File: config.mk
export PLATFORM = sky130hd
export DESIGN_NAME = uart_ctrl
export DESIGN_NICKNAME = d
export VERILOG_FILES = /design/src/rtl/uart_ctrl.sv
export SDC_FILE = /design/constraint.sdc
export NUM_CORES = 1
export LEC_CHECK = 0
export BUFFER_PORTS_ARGS = -buffer_cell sky130_fd_sc_hd__buf_2
export CAP_MARGIN = 20
export CORE_MARGIN = 4
export CORE_UTILIZATION = 35
export CTS_CLUSTER_SIZE = 24
export DETAILED_ROUTE_END_ITERATION = 8
export PLACE_DENSITY_LB_ADDON = 0.3
export SLEW_MARGIN = 5
export SYNTH_ARGS = -nofsm -noshare
export SYNTH_HDL_FRONTEND = slang
export SYNTH_SLANG_ARGS = --single-unit
File: constraint.sdc
create_clock -name clk -period 2.1 [get_ports clk]
set_input_delay 0.105 -clock clk [delete_from_list [all_inputs] [get_ports clk]]
set_output_delay 0.105 -clock clk [all_outputs]
set_load 0.1 [all_outputs]
File: src/rtl/uart_ctrl.sv
// uart_ctrl: MEM-stage serial-port controller. It sends or receives one byte
// per access through the external UART's wrn/rdn strobes on the shared
// Ram1Data bus, stalls the pipeline for the duration of the access and
// exposes a status word that software can poll.
`timescale 1ns/1ps
module uart_ctrl #(
    parameter logic [15:0] DATA_ADDR     = 16'hBF00,
    parameter logic [15:0] STAT_ADDR     = 16'hBF01,
    parameter int unsigned WR_LOW_CYCLES = 2,
    parameter int unsigned RD_LOW_CYCLES = 2,
    parameter int unsigned SETTLE_CYCLES = 4
) (
    input  logic        clk,
    input  logic        rst,
    input  logic        sel_i,
    input  logic [15:0] addr_i,
    input  logic [15:0] wdata_i,
    input  logic        isread_i,
    input  logic        iswrite_i,
    output logic [15:0] rdata_o,
    output logic        stall_o,
    output logic [15:0] bus_dout_o,
    output logic        bus_oe_o,
    input  logic [15:0] bus_din_i,
    output logic        ram1_dis_o,
    output logic        wrn_o,
    output logic        rdn_o,
    input  logic        data_ready_i,
    input  logic        tbre_i,
    input  logic        tsre_i
);

    localparam int unsigned LOW_MAX = (WR_LOW_CYCLES > RD_LOW_CYCLES) ? WR_LOW_CYCLES : RD_LOW_CYCLES;
    localparam int unsigned CNT_MAX = (LOW_MAX > SETTLE_CYCLES) ? LOW_MAX : SETTLE_CYCLES;
    localparam int unsigned CNT_W   = $clog2(CNT_MAX + 1);

    typedef enum logic [2:0] {
        IDLE     = 3'd0,
        WR_SETUP = 3'd1,
        WR_PULSE = 3'd2,
        WR_HOLD  = 3'd3,
        WR_DONE  = 3'd4,
        RD_PULSE = 3'd5,
        RD_DONE  = 3'd6
    } state_t;

    state_t             state_q;
    state_t             state_d;
    logic [CNT_W-1:0]   ph_cnt_q;
    logic [CNT_W-1:0]   ph_cnt_d;
    logic [CNT_W-1:0]   settle_q;
    logic               tx_busy_q;
    logic [15:0]        rdata_q;

    logic [1:0]         dr_sync;
    logic [1:0]         tbre_sync;
    logic [1:0]         tsre_sync;
    logic               dr_s;
    logic               tbre_s;
    logic               tsre_s;
    logic               tx_ready;

    logic               data_req;
    logic               stat_rd;
    logic               load_byte;
    logic               capture;
    logic               wrn_d;
    logic               rdn_d;
    logic               oe_d;
    logic               dis_d;

    // Upper halves of the data paths are not used by the byte-wide UART.
    logic               unused_bits;
    assign unused_bits = ^{wdata_i[15:8], bus_din_i[15:8]};

    // Two-flop synchronisers for the asynchronous UART status pins.
    always_ff @(posedge clk) begin
        if (!rst) begin
            dr_sync   <= 2'b00;
            tbre_sync <= 2'b00;
            tsre_sync <= 2'b00;
        end else begin
            dr_sync   <= {dr_sync[0],   data_ready_i};
            tbre_sync <= {tbre_sync[0], tbre_i};
            tsre_sync <= {tsre_sync[0], tsre_i};
        end
    end

    assign dr_s     = dr_sync[1];
    assign tbre_s   = tbre_sync[1];
    assign tsre_s   = tsre_sync[1];
    assign tx_ready = tbre_s & tsre_s & ~tx_busy_q;

    // Request decode; status reads are served only from IDLE.
    assign data_req = sel_i & (addr_i == DATA_ADDR) & (isread_i | iswrite_i);
    assign stat_rd  = sel_i & isread_i & (addr_i == STAT_ADDR) & (state_q == IDLE);

    // Status word while a status read is presented, otherwise the last data byte read.
    assign rdata_o = stat_rd ? {14'b0, dr_s, tx_ready} : rdata_q;

    // Next-state, stall and next-value decode of the registered bus/strobe outputs.
    always_comb begin
        state_d   = state_q;
        ph_cnt_d  = ph_cnt_q;
        stall_o   = 1'b0;
        load_byte = 1'b0;
        capture   = 1'b0;
        case (state_q)
            IDLE: begin
                if (data_req) begin
                    stall_o = 1'b1;
                    if (iswrite_i) begin
                        // A write waits here while the previous byte is still in flight.
                        if (!tx_busy_q) begin
                            state_d   = WR_SETUP;
                            load_byte = 1'b1;
                        end
                    end else begin
                        state_d  = RD_PULSE;
                        ph_cnt_d = '0;
                    end
                end
            end
            WR_SETUP: begin
                stall_o  = 1'b1;
                state_d  = WR_PULSE;
                ph_cnt_d = '0;
            end
            WR_PULSE: begin
                stall_o = 1'b1;
                if (ph_cnt_q == CNT_W'(WR_LOW_CYCLES - 1)) begin
                    state_d = WR_HOLD;
                end else begin
                    ph_cnt_d = ph_cnt_q + CNT_W'(1);
                end
            end
            WR_HOLD: begin
                stall_o = 1'b1;
                state_d = WR_DONE;
            end
            WR_DONE: begin
                state_d = IDLE;
            end
            RD_PULSE: begin
                stall_o = 1'b1;
                if (ph_cnt_q == CNT_W'(RD_LOW_CYCLES - 1)) begin
                    state_d = RD_DONE;
                    capture = 1'b1;
                end else begin
                    ph_cnt_d = ph_cnt_q + CNT_W'(1);
                end
            end
            RD_DONE: begin
                state_d = IDLE;
            end
            default: begin
                state_d = IDLE;
            end
        endcase

        // Strobes and bus enables follow the state being entered, so they come out of flops.
        wrn_d = (state_d != WR_PULSE);
        rdn_d = (state_d != RD_PULSE);
        oe_d  = (state_d == WR_SETUP) | (state_d == WR_PULSE) | (state_d == WR_HOLD);
        dis_d = oe_d | (state_d == RD_PULSE);
    end

    // State, phase counter and registered interface outputs.
    always_ff @(posedge clk) begin
        if (!rst) begin
            state_q    <= IDLE;
            ph_cnt_q   <= '0;
            wrn_o      <= 1'b1;
            rdn_o      <= 1'b1;
            bus_oe_o   <= 1'b0;
            ram1_dis_o <= 1'b0;
            bus_dout_o <= 16'h0000;
            rdata_q    <= 16'h0000;
        end else begin
            state_q    <= state_d;
            ph_cnt_q   <= ph_cnt_d;
            wrn_o      <= wrn_d;
            rdn_o      <= rdn_d;
            bus_oe_o   <= oe_d;
            ram1_dis_o <= dis_d;
            if (load_byte) begin
                bus_dout_o <= {8'h00, wdata_i[7:0]};
            end
            if (capture) begin
                rdata_q <= {8'h00, bus_din_i[7:0]};
            end
        end
    end

    // Transmit-busy tracking: hold off the next write until the UART has
    // settled after the strobe and reports both buffers empty.
    always_ff @(posedge clk) begin
        if (!rst) begin
            tx_busy_q <= 1'b0;
            settle_q  <= '0;
        end else if (state_q == WR_HOLD) begin
            tx_busy_q <= 1'b1;
            settle_q  <= '0;
        end else if (tx_busy_q) begin
            if ((settle_q == CNT_W'(SETTLE_CYCLES)) && tbre_s && tsre_s) begin
                tx_busy_q <= 1'b0;
            end else if (settle_q != CNT_W'(SETTLE_CYCLES)) begin
                settle_q <= settle_q + CNT_W'(1);
            end
        end
    end

endmodule

==> results.ini, run 1 <==
[cts]
cts_buffer_depth = 2
clock-sinks = 36
holdBufCountCts = 0
numCtsBuffers = 5
cts-htree-levels = 2
cts_tree = built
clkTransAtPathRegs_ns = 0.07
clk_latency_ns = 0.28
root_buffer = clkbuf_8

[worst_setup_path]
max_stage_delay_ns = 0.37
cp_num_buf_inv = 2
cp.required_ns = 2.00
cp-start-kind = flip-flop
crit_arrival_ns = 1.81
cp_top_family = simple AND/OR/NAND/NOR gates
cp_cell_sequence = nor3_2 -> nand4_2 -> nor3_1 -> buf_4 -> mux2_2 -> buf_12
cp-end-kind = output port
path_class = flip-flop to output port
path_max_fanout = 8
slowest_stage = mux2_2

[place]
portBuffers = 60
routabilityCongestion = 0.718
dp_slack_ns = 0.288
dpl.hpwl_microns = 2920

[finish]
post-route-util_pct = 46.8
antenna_cells = 0
layout-drive-gt1-share_pct = 33.6
fill_cells = 492
syn_to_final_growth_pct = 27.4
nNetsFinal = 315

[floorplan]
die_h_microns = 79.1
die_w_microns = 79.1
core_sq_mm = 0.00482
start_util_pct = 36.7
ios = 93
dieArea_sq_mm = 0.00626
num_rows = 25

[synthesis]
synth_seq_cells = 36
synth_compound_area_share_pct = 7.99
ys_seq_area_share_pct = 40.7
synth_top_cell_by_area = dfxtp_1
synthCells = 187
synth_top_family_by_area = simple AND/OR/NAND/NOR gates
synth_top_area_share_pct = 40.7
synthAdderAreaFrac_pct = 2.83
synth_area_per_cell_sq_um = 9.46
netlist_area_sq_mm = 0.00177
yosys_warnings = 0
netlist-cell-type-count = 44
synth_mux_area_share_pct = 10.3
synth_xor_area_share_pct = 0.990
synth_area_leaders = dfxtp_1, mux2i_1, buf_4
synth_simple_gate_area_share_pct = 27.0

[timing]
period_needed_ns = 1.92
rsz0062_at_grt = false
layout_setup_ws_ns = 0.180
drv_slew = 0
fin_skew_ns = 0.00436
fmax_ghz = 0.521
finalHoldViolations = 0
fin_crit_sh_pct = 91.4
setup_viol = 0

[detailed_routing]
drtIter0Drc = 50
wl_per_cell_microns = 11.4
vias = 1457
first_pass_iters = 4
post_drt_via_cell_ratio = 4.51
routed_wl_microns = 3680
ant_nets = 0
drc_errors = 0

[global_route]
grt_pass1_vias = 1381
track_usage_pct = 12.6
antenna_found_initial = 0
grt_max_degree = 16
grt_pass1_wl_microns = 6220
grt-ovfl-total = 0

[hold_path]
min_path_type = input pin to flip-flop

[run]
drv_cap = 0

[pwr]
cellLeakagePower_nw = 1.02
peakVddDrop_uv = 400
power_density_mw_per_mm2 = 654

[run_status]
status = complete, no violations

==> area by class of cell <==
type	instances	area, sq um	share of cell area (%)
Inverter	4	15.0	0.666
Clock buffer	6	72.6	3.22
Tap cell	67	83.8	3.72
Clock inverter	2	35.0	1.55
Multi-Input combinational cell	140	935	41.5
Timing Repair Buffer	68	390	17.3
Sequential cell	36	722	32.0
==> cells by family (layout without fill, tap and decap cells) <==
kind of cell             count (synthesis)  in the layout
AO/OA/AOI/OAI                           21             21
XOR/XNOR                                 2              2
adder cells (fa/ha/maj)                  4              4
buffers and inverters                   26             80
flip-flops                              36             36
multiplexers                            18             18
other                                    1             16
AND/OR/NAND/NOR                         79             79
==> path summary, 6_finish.rpt <==
path / slack [ns] / to / start / cells after the start
max: 0.18 / rdata_o[0] / state_q[2] / 6
min: 0.02 / tsre_sync[0] / tsre_i / 2
max reg2reg: 0.37 / ph_cnt_q[0] / state_q[1] / 4
min reg2reg: 0.43 / tsre_sync[1] / tsre_sync[0] / 1
==> timing repair <==
| item | 4_1_cts | 5_1_grt |
|---|---|---|
| resized for setup | 1 | 1 |
| pin swaps | 0 | 1 |
| setup endpoints to repair | 2 | 4 |
| endpoints found under the hold margin | 0 | 0 |
| setup buffers | 0 | 1 |
==> registers in the layout, summed over array words and instances (netlist names) <==
name        flops
ph_cnt_q        3
rdn_o           1
rdata_q         8
wrn_o           1
tsre_sync       2
tx_busy_q       1
settle_q        3
state_q         3
bus_oe_o        1
tbre_sync       2
bus_dout_o      8
ram1_dis_o      1
dr_sync         2
==> worst reg2reg max path, cell delays in order, from the launching register on <==
cell and delay, ns:
dfxtp_2 0.36, or3_1 0.34, or3_1 0.39, a2111oi_0 0.44, a31o_2 0.16
==> stage by stage <==
stage          total power [W]  TNS [ns]  std cells  instance area, sq um  hold slack, ns
2_1_floorplan         0.000875    -0.338        202                  1830           0.232
3_3_place_gp          0.000897         0        314                  2130           0.314
3_5_place_dp          0.000898         0        314                  2130           0.314
4_1_cts                0.00149         0        322                  2240          0.0116
5_1_grt                0.00154         0        323                  2250          0.0147
6_report               0.00147         0        323                  2250          0.0233
==> cell usage after synthesis <==
master	number
a2111oi_0	1
a211oi_1	1
a21boi_0	1
a21oi_1	8
a31o_2	1
and2_1	9
and2b_1	3
and3_1	1
and4_1	1
and4b_1	1
and4b_2	1
buf_2	1
buf_4	17
buf_6	1
clkbuf_1	2
conb_1	1
dfxtp_1	36
dlygate4sd1_1	1
ha_1	4
inv_1	4
mux2_2	2
mux2i_1	16
nand2_1	8
nand2b_1	4
nand3_1	2
nand3b_1	1
nand4_1	3
nand4_2	1
nor2_1	26
nor2b_1	5
nor3_1	4
nor3b_1	1
nor4_4	2
nor4b_4	1
o2111ai_1	1
o21a_1	2
o21ai_0	4
o41ai_1	1
o41ai_2	1
or2b_1	1
or3_1	3
or4b_1	1
xnor2_1	1
xor2_1	1
==> cell usage in the layout, fill, tap and decap left out, drive strengths merged, types with 2 or more instances in the layout <==
cell type	count
a21oi	8
and2	9
and2b	3
and4b	2
buf	68
clkbuf	6
conb	16
dfxtp	36
ha	4
inv	4
mux2	2
mux2i	16
nand2	8
nand2b	4
nand3	2
nand4	4
nor2	26
nor2b	5
nor3	4
nor4	2
o21a	2
o21ai	4
o41ai	2
or3	3
==> power breakdown <==
part           switching, W  total [W]  internal, W
sequential       0.00000101   0.000689     0.000688
clock              0.000239   0.000591     0.000352
combinational      0.000157   0.000193    0.0000363
total              0.000397    0.00147      0.00108
==> layer usage <==
metal	GRT usage [%]	vias to the layer above	part of all wire, %
met5	0	-	0
li1	-	748	-
met3	3.51	13	6.1
met2	20.3	44	49
met1	15.3	652	42
met4	6.70	0	3.0
(Power assumes the default switching activity.)
==> run 2: changes to the inputs <==
- SETUP_SLACK_MARGIN: default -> 0.2
==> run 2 against run 1 <==
Against the previous run: count of clock-buffer cells in the layout is the same; non-clock buffer count is the same; register-to-register slack lost 0.08 ns; hold slack gained 0.0062 ns; critical endpoint is now rdata_o[1]; die area is the same.
==> results.ini, run 2 (synthesized netlist as in run 1, its figures left out) <==
[cts]
numCtsBuffers = 5  ; unchanged
root_buffer = clkbuf_8
cts_tree = built
clkTransAtPathRegs_ns = 0.06  ; about the same
cts-htree-levels = 2  ; unchanged
cts_buffer_depth = 2  ; unchanged
clk_latency_ns = 0.28  ; about the same
clock-sinks = 36  ; unchanged

[timing]
drv_slew = 0  ; unchanged
fmax_ghz = 0.542  ; +4.1%
fin_crit_sh_pct = 87.8  ; -3.6 points
holdWs_ns = 0.0295  ; +0.00620 ns
finalHoldViolations = 0  ; unchanged
relSlewSlack_pct = 66.4
fin_tns_setup_ns = 0  ; unchanged
rsz0062_at_grt = true
setup_viol = 0  ; unchanged
worst_slew_pin_slew_ns = 0.503
fin_skew_ns = 0.00175  ; -0.00261 ns
period_needed_ns = 1.84  ; -0.0757 ns

[global_route]
grt_pass1_wl_microns = 5740  ; -7.7%
antenna_found_initial = 0  ; unchanged
track_usage_pct = 11.7  ; -0.88 points
grt-ovfl-total = 0  ; unchanged
grt_max_degree = 16  ; unchanged
grt_pass1_vias = 1310  ; -5.1%

[detailed_routing]
post_drt_via_cell_ratio = 4.52  ; +0.10%
vias = 1454  ; -0.21%
drc_errors = 0  ; unchanged
routed_wl_microns = 3750  ; +1.8%
ant_nets = 0  ; unchanged
wl_per_cell_microns = 11.6  ; +2.1%
drtIter0Drc = 50  ; unchanged
first_pass_iters = 4  ; unchanged

[floorplan]
die_w_microns = 79.1  ; unchanged
num_rows = 25  ; unchanged
ios = 93  ; unchanged
core_sq_mm = 0.00482  ; unchanged
start_util_pct = 36.7  ; unchanged
dieArea_sq_mm = 0.00626  ; unchanged
die_h_microns = 79.1  ; unchanged

[worst_setup_path]
cp-end-kind = output port
path_class = flip-flop to output port
rrSetupSlack_ns = 0.29  ; -0.08 ns
path_max_fanout = 7  ; -1
cp-start-kind = flip-flop
max_stage_delay_ns = 0.37  ; about the same
cp.required_ns = 2.00  ; about the same
r2r_cells = 5  ; +1
crit_arrival_ns = 1.74  ; -0.07 ns
slowest_stage = dfxtp_4
cp_cell_sequence = nor3_4 -> nand4_2 -> nor3_2 -> buf_4 -> mux2_4 -> buf_12

[hold_path]
min_path_type = input pin to flip-flop
hold_depth = 2  ; unchanged

[finish]
antenna_cells = 0  ; unchanged
syn_to_final_growth_pct = 28.8
top_regs = bus_dout_o (8), rdata_q (8)
nNetsFinal = 315  ; unchanged
final_cell_mix = buf_2, dfxtp_1, nor2_1
seqCellArea_sq_um = 727  ; +0.69%
fill_cells = 484  ; -1.6%
layout-drive-gt1-share_pct = 35.3  ; +1.7 points
final_common_cell = buf_2
multiInputGateArea_sq_um = 977  ; +4.6%

[place]
routabilityCongestion = 0.717  ; -0.18%
dpl.hpwl_microns = 2870  ; -1.6%
portBuffers = 60  ; unchanged

[run_status]
status = complete, no violations

[pwr]
power_density_mw_per_mm2 = 583  ; -11%
cellLeakagePower_nw = 1.01  ; -0.50%
peakVddDrop_uv = 556  ; +39%

[run]
drv_cap = 0  ; unchanged

-- run 2: cell types whose count changed in the layout (fill, tap and decap cells not counted), sizes merged --
cell	delta
bufinv	-1
-- run 2: metrics by stage --
stage | setup WS, ns | area [sq um] | std cells | total power [W] | util [%]
after floorplan | -0.0659 | 1830 | 202 | 0.000876 | -
after global placement | 0.244 | 2090 | 312 | 0.000897 | 43.4
after detailed placement | 0.219 | 2090 | 312 | 0.000899 | 43.4
after CTS | 0.196 | 2210 | 321 | 0.00135 | 45.9
after global routing | 0.168 | 2280 | 322 | 0.00139 | 47.3
final | 0.256 | 2280 | 322 | 0.00133 | 47.3
-- run 2: layout make-up --
type | count | area share [%]
Clock buffer | 6 | 3.19
Inverter | 4 | 0.659
Multi-Input combinational cell | 140 | 42.9
Timing Repair Buffer | 68 | 17.5
Sequential cell | 36 | 31.9
Clock inverter | 1 | 0.220
Tap cell | 67 | 3.68
-- run 2: routing by layer --
layer	up-vias	GRT usage (%)	wire length (microns)	part of all wire (%)
li1	746	-	-	-
met1	660	13.7	1560	42
met5	-	0	0	0
met4	0	4.64	56	1.5
met2	41	20.4	1910	51
met3	7	3.06	213	5.7
-- run 2: critical path, delay by kind of cell, from the launching register on --
kind / cells / cell delay (ns)
buffers and inverters: 2 / 0.35
flip-flops: 1 / 0.37
multiplexers: 1 / 0.32
AND/OR/NAND/NOR: 3 / 0.42
-- run 2: repair_timing --
action | CTS | global route
gates resized for setup | 9 | 17
setup buffers | 2 | 1
endpoints found under the setup margin | 5 | 8
pin swaps | 2 | 2
hold buffers | 0 | 0
-- run 2: worst paths after layout --
| check | end | from |
|---|---|---|
| max reg2reg | ph_cnt_q[1] | state_q[2] |
| min reg2reg | tbre_sync[1] | tbre_sync[0] |
| max | rdata_o[1] | state_q[1] |
| min | tsre_sync[0] | tsre_i |
-- run 2: power breakdown --
part,total (W),internal [W],switching (W)
clock,0.000444,0.000225,0.000219
combinational,0.000195,0.0000365,0.000159
sequential,0.000688,0.000687,0.00000125
